$ cat src/rtl/wb_stage_tlbx.sv
// rtl/wb_stage_tlbx.sv - writeback stage with multi-cycle TLBWI/TLBR sequencing
//
// Retires MEM-stage instructions: writes the regfile, drives the CP0
// register file interface and runs TLBWI/TLBR against a TLB that needs
// TLB_LAT cycles after issue. While a TLB op is in flight the stage holds
// ws_allowin low; on completion it pulses start_refetch for one cycle.
//
// Parameters:
//   TLBNUM   number of TLB entries
//   IDXW     TLB index width, clog2(TLBNUM)
//   TLB_LAT  cycles from issue to completion of a TLB op (1..15)
//
// Ports:
//   clk, reset               clock, synchronous active-high reset
//   ms_to_ws_valid, ws_allowin  MEM->WB handshake
//   ms_*                     instruction payload from MEM
//   rf_we/rf_waddr/rf_wdata  regfile write port
//   c0_*                     CP0 register file interface
//   tlb_we, tlb_index        TLB write strobe / index
//   ws_flush                 pipeline flush (exception or eret)
//   start_refetch            refetch from ws_pc+4 after a TLB op
//   debug_wb_*               retirement trace

module wb_stage_tlbx #(
    parameter int TLBNUM  = 16,
    parameter int IDXW    = 4,
    parameter int TLB_LAT = 1
) (
    input  logic            clk,
    input  logic            reset,
    input  logic            ms_to_ws_valid,
    output logic            ws_allowin,
    input  logic [31:0]     ms_pc,
    input  logic [31:0]     ms_result,
    input  logic [4:0]      ms_dest,
    input  logic [3:0]      ms_rf_we,
    input  logic            ms_ex,
    input  logic [4:0]      ms_excode,
    input  logic            ms_bd,
    input  logic [31:0]     ms_badvaddr,
    input  logic [2:0]      ms_op,
    input  logic [7:0]      ms_c0_addr,
    output logic [3:0]      rf_we,
    output logic [4:0]      rf_waddr,
    output logic [31:0]     rf_wdata,
    input  logic [31:0]     c0_rdata,
    output logic [7:0]      c0_addr,
    output logic [31:0]     c0_wdata,
    output logic            c0_mtc0_we,
    output logic            c0_ex,
    output logic [4:0]      c0_excode,
    output logic            c0_bd,
    output logic [31:0]     c0_pc,
    output logic [31:0]     c0_badvaddr,
    output logic            c0_eret,
    output logic            c0_tlbr_load,
    input  logic [IDXW-1:0] c0_index,
    output logic            tlb_we,
    output logic [IDXW-1:0] tlb_index,
    output logic            ws_flush,
    output logic            start_refetch,
    output logic [31:0]     debug_wb_pc,
    output logic [3:0]      debug_wb_rf_wen,
    output logic [4:0]      debug_wb_rf_wnum,
    output logic [31:0]     debug_wb_rf_wdata
);

    localparam logic [2:0] OP_MTC0  = 3'd1;
    localparam logic [2:0] OP_MFC0  = 3'd2;
    localparam logic [2:0] OP_ERET  = 3'd3;
    localparam logic [2:0] OP_TLBWI = 3'd4;
    localparam logic [2:0] OP_TLBR  = 3'd5;
    localparam logic [3:0] LAT      = 4'(TLB_LAT);

    // Configuration guard: the index port must address exactly TLBNUM entries.
    if ((1 << IDXW) < TLBNUM || (1 << (IDXW - 1)) >= TLBNUM) begin : g_bad_cfg
        $error("wb_stage_tlbx: IDXW must equal clog2(TLBNUM)");
    end

    logic        ws_valid;
    logic [31:0] ws_pc;
    logic [31:0] ws_result;
    logic [4:0]  ws_dest;
    logic [3:0]  ws_rf_we;
    logic        ws_ex_flag;
    logic [4:0]  ws_excode;
    logic        ws_bd;
    logic [31:0] ws_badvaddr;
    logic [2:0]  ws_op;
    logic [7:0]  ws_c0_addr;

    logic [3:0]  cnt;
    logic [3:0]  cnt_next;

    logic        ws_ex;
    logic        ws_ready_go;
    logic        tlbop;
    logic        tlb_issue;
    logic        tlb_done;

    // Pipeline valid and payload
    always_ff @(posedge clk) begin
        if (reset) begin
            ws_valid <= 1'b0;
        end else if (ws_flush) begin
            ws_valid <= 1'b0;
        end else if (ws_allowin) begin
            ws_valid <= ms_to_ws_valid;
        end
    end

    always_ff @(posedge clk) begin
        if (reset) begin
            ws_pc       <= 32'd0;
            ws_result   <= 32'd0;
            ws_dest     <= 5'd0;
            ws_rf_we    <= 4'd0;
            ws_ex_flag  <= 1'b0;
            ws_excode   <= 5'd0;
            ws_bd       <= 1'b0;
            ws_badvaddr <= 32'd0;
            ws_op       <= 3'd0;
            ws_c0_addr  <= 8'd0;
        end else if (ms_to_ws_valid && ws_allowin) begin
            ws_pc       <= ms_pc;
            ws_result   <= ms_result;
            ws_dest     <= ms_dest;
            ws_rf_we    <= ms_rf_we;
            ws_ex_flag  <= ms_ex;
            ws_excode   <= ms_excode;
            ws_bd       <= ms_bd;
            ws_badvaddr <= ms_badvaddr;
            ws_op       <= ms_op;
            ws_c0_addr  <= ms_c0_addr;
        end
    end

    assign ws_ex    = ws_valid && ws_ex_flag;
    assign ws_flush = ws_ex || (ws_valid && ws_op == OP_ERET);
    assign tlbop    = ws_valid && !ws_ex && (ws_op == OP_TLBWI || ws_op == OP_TLBR);

    // TLB op sequencer. The state is the counter itself:
    // cnt==0 ISSUE, 0<cnt<LAT WAIT, cnt==LAT DONE.
    always_ff @(posedge clk) begin
        if (reset) begin
            cnt <= 4'd0;
        end else begin
            cnt <= cnt_next;
        end
    end

    // ws_allowin is low only during ISSUE/WAIT, so clearing on ws_allowin
    // covers both "instruction leaves" and "new instruction captured".
    always_comb begin
        cnt_next = cnt;
        if (ws_flush || ws_allowin) begin
            cnt_next = 4'd0;
        end else if (tlbop && cnt != LAT) begin
            cnt_next = 4'(cnt + 4'd1);
        end
    end

    always_comb begin
        tlb_issue     = tlbop && (cnt == 4'd0);
        tlb_done      = tlbop && (cnt == LAT);
        tlb_we        = tlb_issue && (ws_op == OP_TLBWI);
        ws_ready_go   = !tlbop || tlb_done;
        start_refetch = tlb_done;
        c0_tlbr_load  = tlb_done && (ws_op == OP_TLBR);
    end

    // The index is held for the whole op so the TLB read port stays stable
    // until CP0 latches its data in DONE.
    assign tlb_index  = tlbop ? c0_index : '0;

    assign ws_allowin = !ws_valid || ws_ready_go;

    // Regfile write
    assign rf_we    = ws_rf_we & {4{ws_valid && !ws_ex}};
    assign rf_waddr = ws_dest;
    assign rf_wdata = (ws_op == OP_MFC0) ? c0_rdata : ws_result;

    assign debug_wb_pc       = ws_pc;
    assign debug_wb_rf_wen   = rf_we;
    assign debug_wb_rf_wnum  = rf_waddr;
    assign debug_wb_rf_wdata = rf_wdata;

    // CP0 interface
    assign c0_addr     = ws_c0_addr;
    assign c0_wdata    = ws_result;
    assign c0_mtc0_we  = ws_valid && (ws_op == OP_MTC0) && !ws_ex;
    assign c0_ex       = ws_ex;
    assign c0_excode   = ws_ex ? ws_excode : 5'd0;
    assign c0_bd       = ws_ex && ws_bd;
    assign c0_badvaddr = ws_ex ? ws_badvaddr : 32'd0;
    assign c0_pc       = ws_pc;
    // An excepting eret is reported as an exception only.
    assign c0_eret     = ws_valid && (ws_op == OP_ERET) && !ws_ex;

endmodule

$ cat config.mk
export PLATFORM = sky130hd
export DESIGN_NAME = wb_stage_tlbx
export DESIGN_NICKNAME = d
export VERILOG_FILES = /design/src/rtl/wb_stage_tlbx.sv
export SDC_FILE = /design/constraint.sdc
export NUM_CORES = 1
export LEC_CHECK = 0
export BUFFER_PORTS_ARGS = -buffer_cell sky130_fd_sc_hd__buf_2
export CAP_MARGIN = 20
export CORE_AREA = 2 2 156 158
export CTS_BUF_LIST = sky130_fd_sc_hd__clkbuf_16
export CTS_CLUSTER_DIAMETER = 50
export DETAILED_ROUTE_END_ITERATION = 10
export DIE_AREA = 0 0 158 160
export PLACE_DENSITY = 0.63
export SYNTH_ARGS = -nofsm -noshare
export SYNTH_HDL_FRONTEND = slang
export SYNTH_SLANG_ARGS = --single-unit
$ cat constraint.sdc
create_clock -name clk -period 3.15 [get_ports clk]
set_input_delay 0.4725 -clock clk [delete_from_list [all_inputs] [get_ports clk]]
set_output_delay 0.4725 -clock clk [all_outputs]
set_load 0.005 [all_outputs]
**Yosys cells after proc, flatten, opt, wreduce, memory -nomap -nowiden**

Cells that the tools add are included.

- Register bits: 128
- Input bits: 162
- Output and inout bits: 236

- Add/sub/neg operators: 1
- Equal/unequal tests: 7
- Muxes and demuxes: 4
- Bitwise gates (word level): 1
- Reductions and logical operators: 25

Operators with widths:

| operator | number |
|---|---|
| 32-bit 2-to-1 mux | 2 |
| 1-bit logical AND | 14 |
| 3-bit by 2-bit == test with 1-bit output, second input constant | 2 |
| 3-bit == test, second input constant | 2 |
| 1-bit logical OR | 5 |
| 5-bit 2-to-1 mux | 1 |
| 4-bit by 1-bit adder with 4-bit output, second input constant | 1 |
| 4-bit AND | 1 |
| 4-bit by 1-bit == test with 1-bit output, second input constant | 1 |
| 4-bit zero test | 1 |
| 4-bit 2-to-1 mux | 1 |
| 4-bit by 1-bit != test with 1-bit output, second input constant | 1 |
| 2-bit OR reduction | 2 |
| 3-bit by 1-bit == test with 1-bit output, second input constant | 1 |
| 1-bit zero test | 3 |

**Logic depth before layout (Yosys ltp)**

- Depth after elaboration: 9
- Depth in mapped cells: 7
- Gate-level depth less buffers: 5

**Least setup slack after synthesis**

OpenSTA, ideal clock, no wires.

- Kind: register -> output
- Start: reg ws_op[2]
- End: out rf_wdata[11]
- Arrival: 1.433 ns
- Required time: 2.677 ns
- Path slack: 1.245 ns
- Cell stages (with the launch flop): 6
- Buffers on the path: 2
- Cell sequence: dfxtp_1 nand2b_1 nor2_1 buf_2 mux2_1 buf_4

- Word-level cells in the longest chain between the ends: 2

RTL lines:

| element | line | RTL |
|---|---|---|
| start: declaration | 89 | `logic [2:0] ws_op;` |
| start signal: assignment | 133 | `ws_op <= ms_op;` |
| 3-bit by 2-bit == test with 1-bit output | 181 | `assign rf_wdata = (ws_op == OP_MFC0) ? c0_rdata : ws_result;` |
| 32-bit 2-to-1 mux | 181 |  |
| end: declaration | 45 | `output logic [31:0] rf_wdata,` |

No other way between the ends.

**Final worst setup path**

- Start: reg ws_op[2]
- End: out rf_wdata[24]

Same word-level chain as after synthesis.

==> results summary <==
For this run, global-route usage on met1 was measured as 0.1920. The type of the worst setup path is reg -> out. The via count of the first global-routing pass was 5343. The flow ran to the end, and the final reports show no timing, DRC or antenna violations. STA classifies the critical path startpoint as a register. The biggest fanout along the worst timing path is 32. The worst hold path belongs to the class in -> reg. The power per cell area is 490.3 nW/um^2. The post-cts gate resize count is 0. The final sum of negative setup slack came out at 0 ps.

The peak clock frequency supported by timing came out at ~390 MHz. The floorplan step set the die height to 160 microns. After layout, the minimum clock period comes to 2543 ps.

The remaining routing DRC violations came out at 0. The synthesis-stage register bit count is 128. The count of nets left with antenna violations after detail routing is 0. The remaining global-route overflow is 0. The CTS buffer count came out at 17. The final setup violation count came out at 0. The finished cells cover around 9300 sq um. The max-slew headroom at the worst pin came out at 0.5411. The max-cap violation count came out at 0. IR analysis of the VDD net gives a maximum drop of 319.1 uV. The finished layout holds 1370 standard cells, fillers aside. The count of final max-slew check failures came out at 0. In this run the clock root is driven by a sky130_fd_sc_hd__clkbuf_16. Summing every instance area after synthesis gives 7088 sq um. The floorplan has 57 rows. The fraction of final layout cells with drive strength greater than 1 came out at 0.4349. The iteration-0 DRC count of the detailed router is 281.

The hold violation count in the final report came out at 0. The final clock period utilization by the worst path is 0.8074. The total placed instance area came out at 8717 sq um.

Dividing the synthesized area by the synthesized cell count gives 9.670 sq um. The routed layout has 5772 vias. The number of antenna violations at the first check in global routing came out at 1. The buffer depth of the longest clock path came out at 2. The die outline width is ~160 microns.

For met2 alone, demand over resource in global routing was 0.2318. The count of different cell masters after synthesis came out at 31. Wires add up to 19.21 mm.

The area growth from synthesis to layout is 31.81%. The post-cts hold buffer count is 0. Setup repair after global routing left no endpoint under its margin. The post-route total power is 4.581 mW.

The clock net in this run drives a total of roughly 130 sinks. The worst-case setup margin in the final layout came out at 606.7 ps. The final layout contains 1196 nets. Detailed placement ended at an HPWL of 13.72 mm. Prior to clock tree synthesis, the placed netlist has a worst setup slack of ~940 ps.

The TritonCTS clock tree is built. The number of instances in the placed design came out at 1336. The later pin in the worst-skew pair is clocked with a latency of approximately 410 ps. The data arrival time of the critical path is 2070 ps. Dividing the detail-routed via count by the number of cells gives between 4 and 5. Across every metal layer, demand over resource in global routing totals 0.1439. Entering global routing, the biggest net connects slightly below 90 pins. The standby leakage power is slightly below 5 nW. roughly 400 I/O pins were placed. The clock skew is 10.66 ps. The core area came out at 23820 sq um. The post-CTS setup buffer count came out at 0.

Clock-pin slew was measured on the worst setup and hold paths at about 60 ps. The total of warnings raised by yosys came out at 0. The H-tree was split into 4 levels.

The total iterations of the first detailed-routing run is 4. For this configuration, the core starts out at a cell density of 0.2976. At the worst endpoint, the required time is between 2000 and 3000 ps. The sequential fraction of the synthesis area came out at 0.3615.

The wire length of the first global-routing pass came out at around 29 mm. The number of buffers added on ports came out at 397. Counting every instance in the synthesized netlist gives 733. For this run, global-route usage on met3 was measured as 0.03121. At the pin with the least slew margin, the transition time is 688.3 ps. The total nets after synthesis came out at 898. The global routing stage identified its most utilized layer as met2.

The category of the worst setup path capture point is an output pin. The area of the die is 25280 sq um. The detailed-route wire length per cell is 14.02 microns. At the end of routability-driven placement, the weighted congestion stood at 0.7834.
[flip-flops by register name (all words and copies together) (netlist names), 4 cells and up]
signal	count
ws_rf_we	4
c0_pc	32
cnt	4
c0_addr	8
c0_wdata	32
ws_badvaddr	32
ws_excode	5
debug_wb_rf_wnum	5
[through the flow]
stage | utilization | hold slack [ps]
after detailed placement | 0.3660 | 460.3
after global routing | 0.3921 | 299.9
after floorplan | - | 444.1
final | 0.3922 | 318.7
after global placement | 0.3660 | 453.9
after CTS | 0.3920 | 296.4
[report_power, final]
group / switching, mW / leakage (nW) / internal [mW]
logic: 0.306 / 3.58 / 0.377
clock network: 0.774 / 0.303 / 1.32
registers: 0.0762 / 1.06 / 1.73
total: 1.16 / 4.94 / 3.43
[cell usage in the layout, fill, tap and decap left out, types with 2 or more instances in the layout]
master	count
sky130_fd_sc_hd__ha_1	3
sky130_fd_sc_hd__nor3_1	4
sky130_fd_sc_hd__a21oi_1	4
sky130_fd_sc_hd__nor4_1	2
sky130_fd_sc_hd__dfxtp_1	128
sky130_fd_sc_hd__bufinv_16	4
sky130_fd_sc_hd__o211ai_1	2
sky130_fd_sc_hd__buf_4	5
sky130_fd_sc_hd__mux2_2	18
sky130_fd_sc_hd__buf_2	396
sky130_fd_sc_hd__clkbuf_16	17
sky130_fd_sc_hd__nand2_1	2
sky130_fd_sc_hd__and3_1	39
sky130_fd_sc_hd__inv_1	4
sky130_fd_sc_hd__clkinv_4	4
sky130_fd_sc_hd__mux2_1	14
sky130_fd_sc_hd__nor2_1	2
sky130_fd_sc_hd__nand2b_1	244
sky130_fd_sc_hd__mux2i_1	121
sky130_fd_sc_hd__and2_1	9
sky130_fd_sc_hd__buf_12	4
sky130_fd_sc_hd__diode_2	2
sky130_fd_sc_hd__clkinvlp_4	2
[critical path, stage by stage (launching register included)]
cell and delay (ps):
sky130_fd_sc_hd__dfxtp_1 350, sky130_fd_sc_hd__nand2b_1 210, sky130_fd_sc_hd__nor2_4 100, sky130_fd_sc_hd__buf_4 390
sky130_fd_sc_hd__mux2_2 430, sky130_fd_sc_hd__buf_2 140
[cell families after synthesis]
logic type,synth area share
buffers and inverters,0.1257
adder cells (fa/ha/maj),0.005296
AO/OA/AOI/OAI,0.008650
multiplexers,0.2217
AND/OR/NAND/NOR,0.2747
flip-flops,0.3615
XOR/XNOR,0.002472
[metal layers]
layer	vias to the layer above	routed length (microns)
met4	0	240
met5	-	0
met2	198	8997
met3	12	1042
met1	2634	8930
li1	2928	-
[area by class of cell]
cell class / instances / area (sq um)
clock inverter: 15 / 195.2
tap: 324 / 405.4
clock buffer: 17 / 425.4
sequential: 128 / 2562
fill: 2453 / 14480
multi-input combinational: 477 / 3642
antenna: 2 / 5.005
inverter: 2 / 7.507
timing repair buffer: 405 / 2100
[synthesized netlist by cell type]
cell | n | area [sq um]
sky130_fd_sc_hd__o211ai_1 | 2 | 15.01
sky130_fd_sc_hd__and3b_1 | 1 | 8.760
sky130_fd_sc_hd__nand3_1 | 1 | 5.000
sky130_fd_sc_hd__nand4bb_1 | 1 | 11.26
sky130_fd_sc_hd__buf_2 | 4 | 20.02
sky130_fd_sc_hd__mux2i_1 | 121 | 1211
sky130_fd_sc_hd__a21oi_1 | 4 | 20.02
sky130_fd_sc_hd__ha_1 | 3 | 37.54
sky130_fd_sc_hd__nor2b_1 | 1 | 6.260
sky130_fd_sc_hd__nor3_1 | 4 | 20.02
sky130_fd_sc_hd__and2_1 | 9 | 56.30
sky130_fd_sc_hd__nor3b_1 | 1 | 7.510
sky130_fd_sc_hd__and3_1 | 39 | 244.0
sky130_fd_sc_hd__nor4_1 | 2 | 12.51
sky130_fd_sc_hd__buf_8 | 11 | 165.2
sky130_fd_sc_hd__nor4b_1 | 1 | 8.760
sky130_fd_sc_hd__xnor2_1 | 1 | 8.760
sky130_fd_sc_hd__nand2b_1 | 244 | 1526
sky130_fd_sc_hd__inv_1 | 2 | 7.510
sky130_fd_sc_hd__nor2_1 | 3 | 11.26
sky130_fd_sc_hd__xor2_1 | 1 | 8.760
sky130_fd_sc_hd__a21boi_4 | 1 | 18.77
sky130_fd_sc_hd__mux2_2 | 18 | 202.7
sky130_fd_sc_hd__clkbuf_1 | 36 | 135.1
sky130_fd_sc_hd__nand2_1 | 2 | 7.510
sky130_fd_sc_hd__o21a_1 | 1 | 7.510
sky130_fd_sc_hd__dfxtp_1 | 128 | 2562
sky130_fd_sc_hd__buf_4 | 75 | 563.0
sky130_fd_sc_hd__and4bb_1 | 1 | 12.51
sky130_fd_sc_hd__mux2_1 | 14 | 157.7
sky130_fd_sc_hd__or3b_1 | 1 | 8.760
[path summary, 6_finish.rpt]
path / startpoint / endpoint / slack, ps / cells past startpoint
worst max-delay path: ws_op[2] / rf_wdata[24] / 610 / 5
worst min-delay path: ms_pc[5] / c0_pc[5] / 320 / 3
worst max register to register: cnt[0] / c0_wdata[24] / 930 / 5
worst min register to register: ws_excode[0] / ws_excode[0] / 470 / 2
No activity file was read; power rests on OpenSTA's default activity.
